`config.mk`:
```
export PLATFORM = sky130hd
export DESIGN_NAME = prog_loader
export DESIGN_NICKNAME = d
export VERILOG_FILES = /design/src/rtl/prog_loader_pkg.sv /design/src/rtl/ldr_cycle_ctr.sv /design/src/rtl/prog_loader.sv
export SDC_FILE = /design/constraint.sdc
export NUM_CORES = 1
export LEC_CHECK = 0
export CAP_MARGIN = 20
export CORE_ASPECT_RATIO = 0.5
export CORE_UTILIZATION = 34
export DETAILED_ROUTE_END_ITERATION = 6
export PLACE_DENSITY_LB_ADDON = 0.2
export SYNTH_ARGS = -nofsm -noshare
export SYNTH_HDL_FRONTEND = slang
export SYNTH_SLANG_ARGS = --single-unit
```
`constraint.sdc`:
```
create_clock -name clk -period 2 [get_ports clk]
set_input_delay 0.2 -clock clk [delete_from_list [all_inputs] [get_ports clk]]
set_output_delay 0.2 -clock clk [all_outputs]
set_load 0.02 [all_outputs]
```
`src/rtl/prog_loader_pkg.sv`:
```
// Shared definitions for the instruction-memory loader.
// Holds the loader FSM state type and the imem geometry constants.
// No ports; imported by prog_loader.
package prog_loader_pkg;

  typedef enum logic [2:0] {
    S_IDLE  = 3'd0,
    S_LEN   = 3'd1,
    S_LO    = 3'd2,
    S_HI    = 3'd3,
    S_FLUSH = 3'd4,
    S_RUN   = 3'd5,
    S_DONE  = 3'd6
  } ldr_state_t;

  // Instruction word the core executes to raise its done flag.
  localparam logic [8:0] HALT_INST = 9'h1FF;
  localparam int IMEM_AW = 8;
  localparam int INST_W  = 9;

endpackage

```
`src/rtl/ldr_cycle_ctr.sv`:
```
// Run-cycle counter with synchronous clear, count enable and a terminal-count flag.
// Ports: clk/reset (async, active-high), clr, en in; count (CYC_W) and tc (count==TIMEOUT) out.
// clr has priority over en; the counter is never advanced past TIMEOUT by its user.
module ldr_cycle_ctr #(
  parameter int               CYC_W   = 16,
  parameter logic [CYC_W-1:0] TIMEOUT = 16'hFFFF
) (
  input  logic             clk,
  input  logic             reset,
  input  logic             clr,
  input  logic             en,
  output logic [CYC_W-1:0] count,
  output logic             tc
);

  always_ff @(posedge clk or posedge reset) begin
    if (reset) begin
      count <= '0;
    end else if (clr) begin
      count <= '0;
    end else if (en) begin
      count <= count + CYC_W'(1);
    end
  end

  assign tc = (count == TIMEOUT);

endmodule

```
`src/rtl/prog_loader.sv`:
```
// Host-side loader: packs a byte stream into 9-bit words, writes imem, then runs the core.
// Ports: clk, reset, start, in_data/in_valid/in_ready stream; imem_we/addr/wdata write port;
//        core_reset/core_done core handshake; busy, run_done, timeout, err, cycles status.
module prog_loader
  import prog_loader_pkg::*;
#(
  parameter int               ADDR_W  = IMEM_AW,
  parameter int               INST_W  = prog_loader_pkg::INST_W,
  parameter int               CYC_W   = 16,
  parameter logic [CYC_W-1:0] TIMEOUT = 16'hFFFF
) (
  input  logic              clk,
  input  logic              reset,
  input  logic              start,
  input  logic [7:0]        in_data,
  input  logic              in_valid,
  output logic              in_ready,
  output logic              imem_we,
  output logic [ADDR_W-1:0] imem_addr,
  output logic [INST_W-1:0] imem_wdata,
  output logic              core_reset,
  input  logic              core_done,
  output logic              busy,
  output logic              run_done,
  output logic              timeout,
  output logic              err,
  output logic [CYC_W-1:0]  cycles
);

  // A length byte of zero means a full memory image.
  localparam logic [ADDR_W:0] FULL_LEN = {1'b1, {ADDR_W{1'b0}}};

  ldr_state_t        state, state_nxt;
  logic [ADDR_W:0]   remain;
  logic [7:0]        lo;
  logic [ADDR_W-1:0] index;
  logic              we_q;
  logic [INST_W-1:0] wdata_q;
  logic              run_done_q, timeout_q, err_q;
  logic              accept, go, last_word;
  logic              ctr_en, ctr_tc;

  assign accept    = in_valid & in_ready;
  assign go        = start & ((state == S_IDLE) | (state == S_DONE));
  assign last_word = (remain == (ADDR_W+1)'(1));

  // State register
  always_ff @(posedge clk or posedge reset) begin
    if (reset) state <= S_IDLE;
    else       state <= state_nxt;
  end

  // Next-state logic
  always_comb begin
    state_nxt = state;
    case (state)
      S_IDLE, S_DONE: if (start) state_nxt = S_LEN;
      S_LEN:          if (accept) state_nxt = S_LO;
      S_LO:           if (accept) state_nxt = S_HI;
      S_HI:           if (accept) state_nxt = last_word ? S_FLUSH : S_LO;
      S_FLUSH:        state_nxt = S_RUN;
      S_RUN:          if (core_done || ctr_tc) state_nxt = S_DONE;
      default:        state_nxt = S_IDLE;
    endcase
  end

  // State-decoded outputs
  always_comb begin
    in_ready   = 1'b0;
    core_reset = 1'b1;
    busy       = 1'b1;
    case (state)
      S_LEN, S_LO, S_HI: in_ready = 1'b1;
      S_RUN:             core_reset = 1'b0;
      S_IDLE, S_DONE:    busy = 1'b0;
      default:           ;
    endcase
  end

  // Packing, write port and sticky status. The write is registered so imem_we
  // is high exactly the cycle after the HI handshake; the address advances at
  // the end of that same write cycle, so imem_addr is the live word index.
  always_ff @(posedge clk or posedge reset) begin
    if (reset) begin
      remain     <= '0;
      lo         <= '0;
      index      <= '0;
      we_q       <= 1'b0;
      wdata_q    <= '0;
      run_done_q <= 1'b0;
      timeout_q  <= 1'b0;
      err_q      <= 1'b0;
    end else begin
      we_q <= 1'b0;
      if (we_q) index <= index + ADDR_W'(1);
      if (go) begin
        index      <= '0;
        run_done_q <= 1'b0;
        timeout_q  <= 1'b0;
        err_q      <= 1'b0;
      end
      if (state == S_LEN && accept)
        remain <= (in_data == 8'd0) ? FULL_LEN : (ADDR_W+1)'(in_data);
      if (state == S_LO && accept)
        lo <= in_data;
      if (state == S_HI && accept) begin
        we_q    <= 1'b1;
        wdata_q <= {in_data[0], lo};
        remain  <= remain - (ADDR_W+1)'(1);
        if (|in_data[7:1]) err_q <= 1'b1;
      end
      // core_done wins if it coincides with the terminal count.
      if (state == S_RUN) begin
        if (core_done)   run_done_q <= 1'b1;
        else if (ctr_tc) timeout_q  <= 1'b1;
      end
    end
  end

  assign ctr_en = (state == S_RUN) & ~core_done & ~ctr_tc;

  ldr_cycle_ctr #(
    .CYC_W   (CYC_W),
    .TIMEOUT (TIMEOUT)
  ) u_ctr (
    .clk   (clk),
    .reset (reset),
    .clr   (go),
    .en    (ctr_en),
    .count (cycles),
    .tc    (ctr_tc)
  );

  assign imem_we    = we_q;
  assign imem_addr  = index;
  assign imem_wdata = wdata_q;
  assign run_done   = run_done_q;
  assign timeout    = timeout_q;
  assign err        = err_q;

endmodule

```
Word level (Yosys, flattened, before mapping)

Index checks and enable logic that the tools add are counted.
W data, S select, Z words.

Add/sub/neg operators: 3
Equal/unequal tests: 13
Mux-type cells: 28
Bitwise logic cells: 7
Reductions and logical operators: 13

Operator list:

| cell                    | number |
|---|---|
| $mux W16                | 2 |
| $mux W9                 | 3 |
| $mux W3                 | 6 |
| $pmux W3 S6             | 1 |
| $add A16 B1 Y16 const B | 1 |
| $eq A16 B16 Y1 const B  | 1 |
| $mux W8                 | 2 |
| $mux W1                 | 14 |
| $ne A2 B2 Y1 const B    | 5 |
| $eq A3 B3 Y1 const B    | 3 |
| $eq A9 B1 Y1 const B    | 1 |
| $sub A9 B1 Y9 const B   | 1 |
| $add A8 B1 Y8 const B   | 1 |
| $logic_not A8 Y1        | 1 |
| $reduce_or A7 Y1        | 1 |
| $eq A3 B2 Y1 const B    | 2 |
| $reduce_bool A2 Y1      | 3 |
| $reduce_and A5 Y1       | 1 |
| $and A1 B1 Y1           | 4 |
| $eq A3 B1 Y1 const B    | 1 |
| $logic_and A1 B1 Y1     | 3 |
| $logic_not A3 Y1        | 1 |
| $reduce_or A3 Y1        | 1 |
| $not A1 Y1              | 2 |
| other kinds (3)         | 3 |

Bits in registers: 57
Input bits: 13
Logic and storage cells: 74

Longest topological paths before layout

Gate-level depths: netlist of run 1.

Word-level depth: 7
Depth in mapped cells: 6
Gate-level depth less buffers: 6

Hierarchy

From an unflattened synthesis of run 1, not the netlist that was laid out.

Cell total of the unflattened synthesis: 283
Area, all modules: 2,850.2 um2

By module, submodules not included:

| module        | instances | cells an instance | area each (um2) | seq. area each (um2) |
|---|---|---|---|---|
| prog_loader   | 1         | 197               | 1,958.1         | 1,026.0 |
| ldr_cycle_ctr | 1         | 86                | 892.1           | 400.4 |

Worst setup path before layout of run 1

OpenSTA, ideal clock, no wires.

Path kind: reg-to-reg
Start: register u_ctr.count[2]
End: register u_ctr.count[13]
Library setup time: 78 ps
Arrival: 1,845 ps
Setup slack: 77 ps
Stages on the path, launching flop included: 5
Buffers on the path: 0
Period minus slack after synthesis: 1,923 ps
Cells stage by stage: dfrtp_1 -> nand4_1 -> or4_4 -> or4_1 -> a21oi_1

Word-level cells in the longest chain between the ends: 4
Elaborated cells between the ends (all ways): 7
Classes of those cells: 1 x add/sub; 1 x eq/ne; 2 x mux; 2 x bitwise; 1 x reduce/logical

Ends and longest elaborated chain:

| item                                                                    | RTL line            | source |
|---|---|---|
| start, declared                                                         | ldr_cycle_ctr.sv:12 | `output logic [CYC_W-1:0] count,` |
| start signal, assigned                                                  | ldr_cycle_ctr.sv:22 | `count <= count + CYC_W'(1);` |
| parallel branches: the longest is 4 deep, another holds $add A16 B1 Y16 | -                   |  |

Several ways; the timed one is not identified. The select of a mux whose other input is x is not followed.
A chain may end at the register's enable or synchronous reset.

Worst setup path in the final report of run 1

Start: register state[1]
End: output in_ready

Word-level cells in the longest chain between the ends: 3
Elaborated cells between the ends (all ways): 5
Classes of those cells: 3 x eq/ne; 1 x mux; 1 x reduce/logical

Ends and longest elaborated chain:

| item                                         | RTL line          | source |
|---|---|---|
| start, declared                              | prog_loader.sv:33 | `ldr_state_t state, state_nxt;` |
| start signal, assigned                       | prog_loader.sv:50 | `else state <= state_nxt;` |
| $eq A3 B1 Y1 or $eq A3 B2 Y1 (tied branches) | prog_loader.sv:72 | `case (state)` |
| $reduce_or A3 Y1 *                           | prog_loader.sv:72 |  |
| $mux W1 *                                    | prog_loader.sv:72 |  |
| end, declared                                | prog_loader.sv:17 | `output logic in_ready,` |

Every way passes the cells marked *; elsewhere a longest branch is shown, timed or not.

==> run_results.csv, run 1 <==
group,metric,value,unit
floorplanning,die_w,132,um
floorplanning,die_area,8900,um^2
run_status,outcome,"complete, no violations",
synthesis,synth_edf_count,0,
drt,drc,0,
timing,finalSetupViolCount,0,
cells_and_area,nFillCells,762,
cells_and_area,diodes,0,
placed_design,io_buffers,52,
timing,relSlewSlack,61.7,%
cts,ctsHoldBuffers,0,
cells_and_area,seq_area,1430,um^2
drt,routed_wl,6.96,mm
synthesis,ys_types,46,
synthesis,synth.most_common_cell,"dfrtp_1",
floorplanning,rows,23,
drt,viasPerCell,5.22,
cells_and_area,synthToLayoutAreaGrowth,36.3,%
power_and_ir_drop,vdd_drop_max,619,uV
cells_and_area,stdcell_count,463,
timing,post-route-period-util,94.6,%
power_and_ir_drop,power.leakage,0.00163,uW
synthesis,syn_area_per_cell,10.5,um^2
critical_path,criticalPathCategory,"flop to primary output",
drt,avgRoutedWirePerCell,15.0,um
synthesis,synth_ff_type,"dfrtp_1",
drt,num_vias,2419,
cts,path_clk_slew,0.05,ns
synthesis,ys_seq_area_share,49.3,%
placed_design,gp_congestion,0.797,
floorplanning,fp.coreArea,8120,um^2
synthesis,synth.net_count,292,
timing,setup_ws,0.109,ns
cts,clock_latency,0.32,ns
cells_and_area,drive_gt1_share,17.1,%
placed_design,dp_cells,450,
critical_path,cp-start-kind,"flop",
timing,maxClockFrequency,529,MHz
floorplanning,pin_count,53,
synthesis,synth_top_area_cell,"dfrtp_1",
critical_path,crit_path_end_kind,"primary output",
timing,final_max_slew_viol_count,0,
drt,antenna_left,0,
synthesis,ys_warn_count,0,
cts,cts_tree,"yes",
floorplanning,die_y,67.2,um
hold_path,hold_class,"input port to asynchronous set/reset pin",
grt,grtUsageTotal,17.5,%
grt,grt_pass1_wl,11.8,mm
critical_path,cp_max_fo,24,
synthesis,ys_ff_latch,57,
timing,rsz0062_at_grt,"false",
synthesis,synth_common_cells,"dfrtp_1 (57), nand2_1 (21), mux2_2 (17), nor2_1 (17), a21oi_1 (15)",
critical_path,critPathRequiredTime,1.80,ns
floorplanning,initial_core_util,35.6,%
synthesis,async_flop_share,100,%
cts,numCtsBuffers,9,
timing,min_period,1.89,ns
synthesis,netlist_instances,275,
grt,antenna_found_initial,0,
synthesis,synth_top_area_share,49.3,%
synthesis,netlist_top_cells_area,"dfrtp_1 (49%), mux2_2 (6.6%), mux2i_1 (3.5%), nand4_1 (2.8%), nand2_1 (2.7%)",
cts,cts_root_buffer,"clkbuf_16",
grt,grt_max_degree,58,
cts,htree_levels,3,
grt,grt.overflow.total,0,
grt,grt_pass1_vias,2407,
critical_path,r2r_slack,0.17,ns
placed_design,hpwl,4.96,mm
synthesis,syn_area,2890,um^2
cts,clock_path_buffers,2,
placed_design,post-place-ws,-0.120,ns
timing,worst_pin_slew,0.569,ns
run,cap_violations,0,
timing,hold_viol,0,
critical_path,crit_arrival,1.69,ns
cts,clkSinkCount,57,
power_and_ir_drop,pwr_density_cell,1350,nW/um^2
drt,drt-pass1-iter-count,4,
drt,drt-initial-drc-count,126,
cells_and_area,layout.nets,366,
timing,skew,0.00516,ns
cts,post-cts-setup-buffer-count,0,
cells_and_area,multi_input_area,1380,um^2
[per-layer routing]
metal,track usage (%),routed length (um),vias up
met5,0,0,-
met4,7.18,56,0
met3,5.86,298,6
met2,27.7,3250,45
met1,22.4,3350,1195
li1,-,-,1173
[layout make-up]
| type | instances | share of cell area (%) |
|---|---|---|
| Multi-Input combinational cell | 196 | 35.1 |
| Inverter | 11 | 1.05 |
| Timing Repair Buffer | 74 | 17.8 |
| Clock inverter | 1 | 0.127 |
| Tap cell | 112 | 3.55 |
| Sequential cell | 57 | 36.2 |
| Clock buffer | 12 | 6.25 |
[layout by cell type, fill, tap and decap left out, types with 2 or more instances in the layout]
cell type,synthesis,layout
a21oi_1,15,15
and2_1,2,2
and3_1,3,3
and4_1,5,5
buf_4,0,20
clkbuf_1,10,2
clkbuf_16,0,9
clkdlybuf4s50_1,0,51
dfrtp_1,57,57
ha_1,4,4
inv_1,11,10
mux2_2,17,17
mux2i_1,10,10
nand2_1,21,21
nand2b_1,3,3
nand3_1,9,9
nand3b_1,5,5
nand4_1,13,13
nand4b_1,2,2
nor2_1,17,17
nor3_1,5,5
nor4_1,4,4
nor4b_1,2,2
o211ai_1,3,3
o21ai_0,13,13
o221a_2,3,3
o22a_1,2,2
o22ai_1,4,4
o31ai_1,4,4
o41ai_1,2,2
or3_1,3,3
or4_1,2,2
xnor2_1,5,4
xor2_1,4,4
[worst paths after layout]
| kind | cells past startpoint | endpoint | start |
|---|---|---|---|
| max | 4 | in_ready | state[1] |
| min | 3 | u_ctr.count[10] | reset |
| max reg2reg | 4 | u_ctr.count[13] | u_ctr.count[5] |
| min reg2reg | 2 | run_done | run_done |
| max in group asynchronous | 3 | remain[6] | reset |
| min in group clk | 2 | run_done | run_done |
[worst max-delay path, cell delays in order, from the launching register on]
cell and delay [ns]:
dfrtp_1 0.37, buf_6 0.22, nor2_1 0.09, nor2_1 0.08, clkdlybuf4s50_1 0.61
[state kept, by name, indices dropped and copies added (netlist names)]
register and count:
u_ctr.count 16, imem_wdata 9, remain 9, imem_addr 8, lo 8, state 3, err 1, imem_we 1
run_done 1, timeout 1
[what timing repair did]
action / 4_1_cts / 5_1_grt
resized for setup: 2 / 1
endpoints found under the setup margin: 1 / 2
hold endpoints to repair: 0 / 0
[report_power, final]
group          switching, uW  internal [uW]  total, uW  leakage (uW)
Clock                    462            844       1310      0.000124
Sequential               337           1550       1890      0.000727
Combinational           1060           1070       2130      0.000776
Total                   1860           3460       5320       0.00163
[cells by family (layout without fill, tap and decap cells)]
kind of cell | count (synthesis) | after routing | share of synthesized area (%)
simple gates | 103 | 103 | 21.1
flops | 57 | 57 | 49.3
compound gates | 53 | 53 | 11.9
mux | 27 | 27 | 10.1
buf+inv | 22 | 98 | 3.12
xor+xnor | 9 | 9 | 2.73
fa+ha+maj | 4 | 4 | 1.73
[stage by stage]
stage,hold slack [ns],power (uW),utilization [%],cell area (um^2),setup TNS (ns)
after global placement,0.472,3940,45.4,3680,-0.0929
after detailed placement,0.472,4020,45.4,3680,-0.120
after floorplan,0.345,3190,-,2890,0
final,0.253,5320,48.6,3940,0
after global routing,0.276,5680,48.6,3940,0
after CTS,0.260,5380,48.5,3940,0
(Power assumes the default switching activity.)
==> inputs of run 2 (changes only) <==
- CELL_PAD_IN_SITES_DETAIL_PLACEMENT: unset -> 0
- CELL_PAD_IN_SITES_GLOBAL_PLACEMENT: unset -> 2
- CORE_UTILIZATION: 34 -> 30
==> run 2 against run 1 <==
  * Non-clock buffer count up 1
  * Flip-flop and latch count unchanged
  * Sequential power about the same
  * First-iteration DRC count down 10%
  * Global-route usage down 1.6 points
  * Maximum frequency up 1.6%
  * Final area up 2.4%
  * Power up 6.4%
  * Combinational power about the same
  * Critical path type unchanged
  * Largest cell class unchanged
==> run_results.csv, run 2 (same netlist as run 1, synthesis figures left out) <==
group,metric,value,unit
run_status,outcome,"complete, no violations",
cts,clkSinkCount,57,
grt,grtUsageTotal,15.9,%
critical_path,worstPathCellList,"buf_4 -> nand3b_1 -> clkdlybuf4s50_1",
cells_and_area,nFillCells,867,
drt,num_vias,2410,
cts,path_clk_slew,0.06,ns
placed_design,io_buffers,52,
cells_and_area,top_register,"u_ctr.count",
drt,drt-pass1-iter-count,5,
cells_and_area,layout.cells.most_common,"dfrtp_1",
cts,numCtsBuffers,9,
critical_path,r2r_slack,0.17,ns
grt,grt_pass1_vias,2420,
cells_and_area,final_cell_mix,"dfrtp_1 (57), clkdlybuf4s50_1 (50), buf_4 (22)",
drt,avgRoutedWirePerCell,15.1,um
hold_path,hold_class,"input port to asynchronous set/reset pin",
critical_path,cp-start-kind,"flop",
critical_path,rr_endpoint,"u_ctr.count[13]",
timing,post-route-period-util,93.1,%
timing,skew,0.00459,ns
placed_design,gp_congestion,0.806,
cells_and_area,fin_util,44.7,%
critical_path,critPathRequiredTime,1.80,ns
timing,min_period,1.86,ns
drt,antenna_left,0,
timing,setup-tns-final,0,ns
placed_design,hpwl,5.22,mm
timing,rsz0062_at_grt,"false",
cells_and_area,synthToLayoutAreaGrowth,39.6,%
critical_path,crit_arrival,1.66,ns
grt,antenna_found_initial,0,
cts,clock_latency,0.33,ns
critical_path,reg2reg_depth,5,
power_and_ir_drop,power.leakage,0.00165,uW
timing,finalSetupViolCount,0,
cts,cts_root_buffer,"clkbuf_16",
critical_path,cp_max_fo,12,
grt,grt_pass1_wl,12.4,mm
timing,maxClockFrequency,537,MHz
critical_path,r2r_start,"u_ctr.count[0]",
run,cap_violations,0,
critical_path,crit_start,"state[2]",
grt,grt.overflow.total,0,
power_and_ir_drop,pwr_density_cell,1400,nW/um^2
floorplanning,die_w,141,um
floorplanning,die_area,10100,um^2
critical_path,criticalPathCategory,"flop to primary output",
floorplanning,initial_core_util,32.0,%
timing,worst_pin_slew,0.506,ns
critical_path,crit_path_end_kind,"primary output",
drt,routed_wl,7.33,mm
timing,relSlewSlack,66.0,%
cells_and_area,diodes,0,
floorplanning,fp.coreArea,9040,um^2
power_and_ir_drop,vdd_drop_max,655,uV
cells_and_area,drive_gt1_share,18.3,%
cells_and_area,largest_reg_flops,16,
cts,clock_path_buffers,2,
grt,grt_max_degree,58,
cts,htree_levels,3,
timing,hold_viol,0,
floorplanning,die_y,71.4,um
cells_and_area,layout.nets,367,
drt,drc,0,
drt,drt-initial-drc-count,113,
cts,post-cts-setup-buffer-count,0,
floorplanning,rows,24,
timing,final_max_slew_viol_count,0,
cts,cts_tree,"yes",
floorplanning,pin_count,53,
critical_path,endpoint,"core_reset",
critical_path,cp_slowest_cell,"clkdlybuf4s50_1",
drt,viasPerCell,4.97,
critical_path,cp_slowest_stage_delay,0.61,ns
run 2: area by class of cell:
cell class	instances	area, um^2	share of cell area [%]
Sequential cell	57	1430	35.3
Multi-Input combinational cell	196	1380	34.1
Timing Repair Buffer	75	703	17.4
Clock buffer	9	225	5.58
Tap cell	130	163	4.03
Clock inverter	7	103	2.54
Inverter	11	41.3	1.02
run 2: worst max-delay path, delay by kind of cell, from the launching register on:
kind / cells / cell delay (ns)
flops: 1 / 0.42
simple gates: 1 / 0.11
buf+inv: 2 / 0.81
run 2: what timing repair did:
| item | 4_1_cts | 5_1_grt |
|---|---|---|
| endpoints found under the setup margin | 2 | 0 |
| hold buffers | 0 | 0 |
| gates resized for setup | 2 | 0 |
run 2: routing by layer:
metal  wire, um  vias to the layer above  global-route usage [%]  part of all wire [%]
li1           -                     1186                       -                     -
met1       3660                     1162                    21.4                    50
met2       3310                       49                    25.2                    45
met3        259                       13                    4.28                   3.5
met4         90                        0                    5.31                   1.2
met5          0                        -                       0                     0
run 2: where the power goes:
group | leakage, uW | internal, uW | switching, uW | total (uW)
logic | 0.000770 | 1070 | 1040 | 2100
registers | 0.000727 | 1550 | 342 | 1890
clock network | 0.000156 | 1100 | 565 | 1660
run 2: worst min path at each step:
| stage | to | slack, ns | depth (start not counted) |
|---|---|---|---|
| after detailed placement | run_done | 0.48 | 2 |
| after global placement | run_done | 0.47 | 2 |
| final | remain[1] | 0.24 | 3 |
| after global routing | remain[1] | 0.27 | 3 |
| after CTS | remain[1] | 0.27 | 3 |
| after floorplan | run_done | 0.35 | 2 |
run 2: through the flow:
stage	cell area, um^2	power (uW)	hold WS (ns)	cells	setup WS [ns]
global route	4040	6050	0.267	485	0.0725
detailed placement	3710	4050	0.475	469	-0.109
floorplan	2890	3190	0.345	275	0.0772
CTS	4040	5730	0.268	485	0.104
finish	4040	5660	0.244	485	0.138
global placement	3710	4010	0.472	469	-0.0967
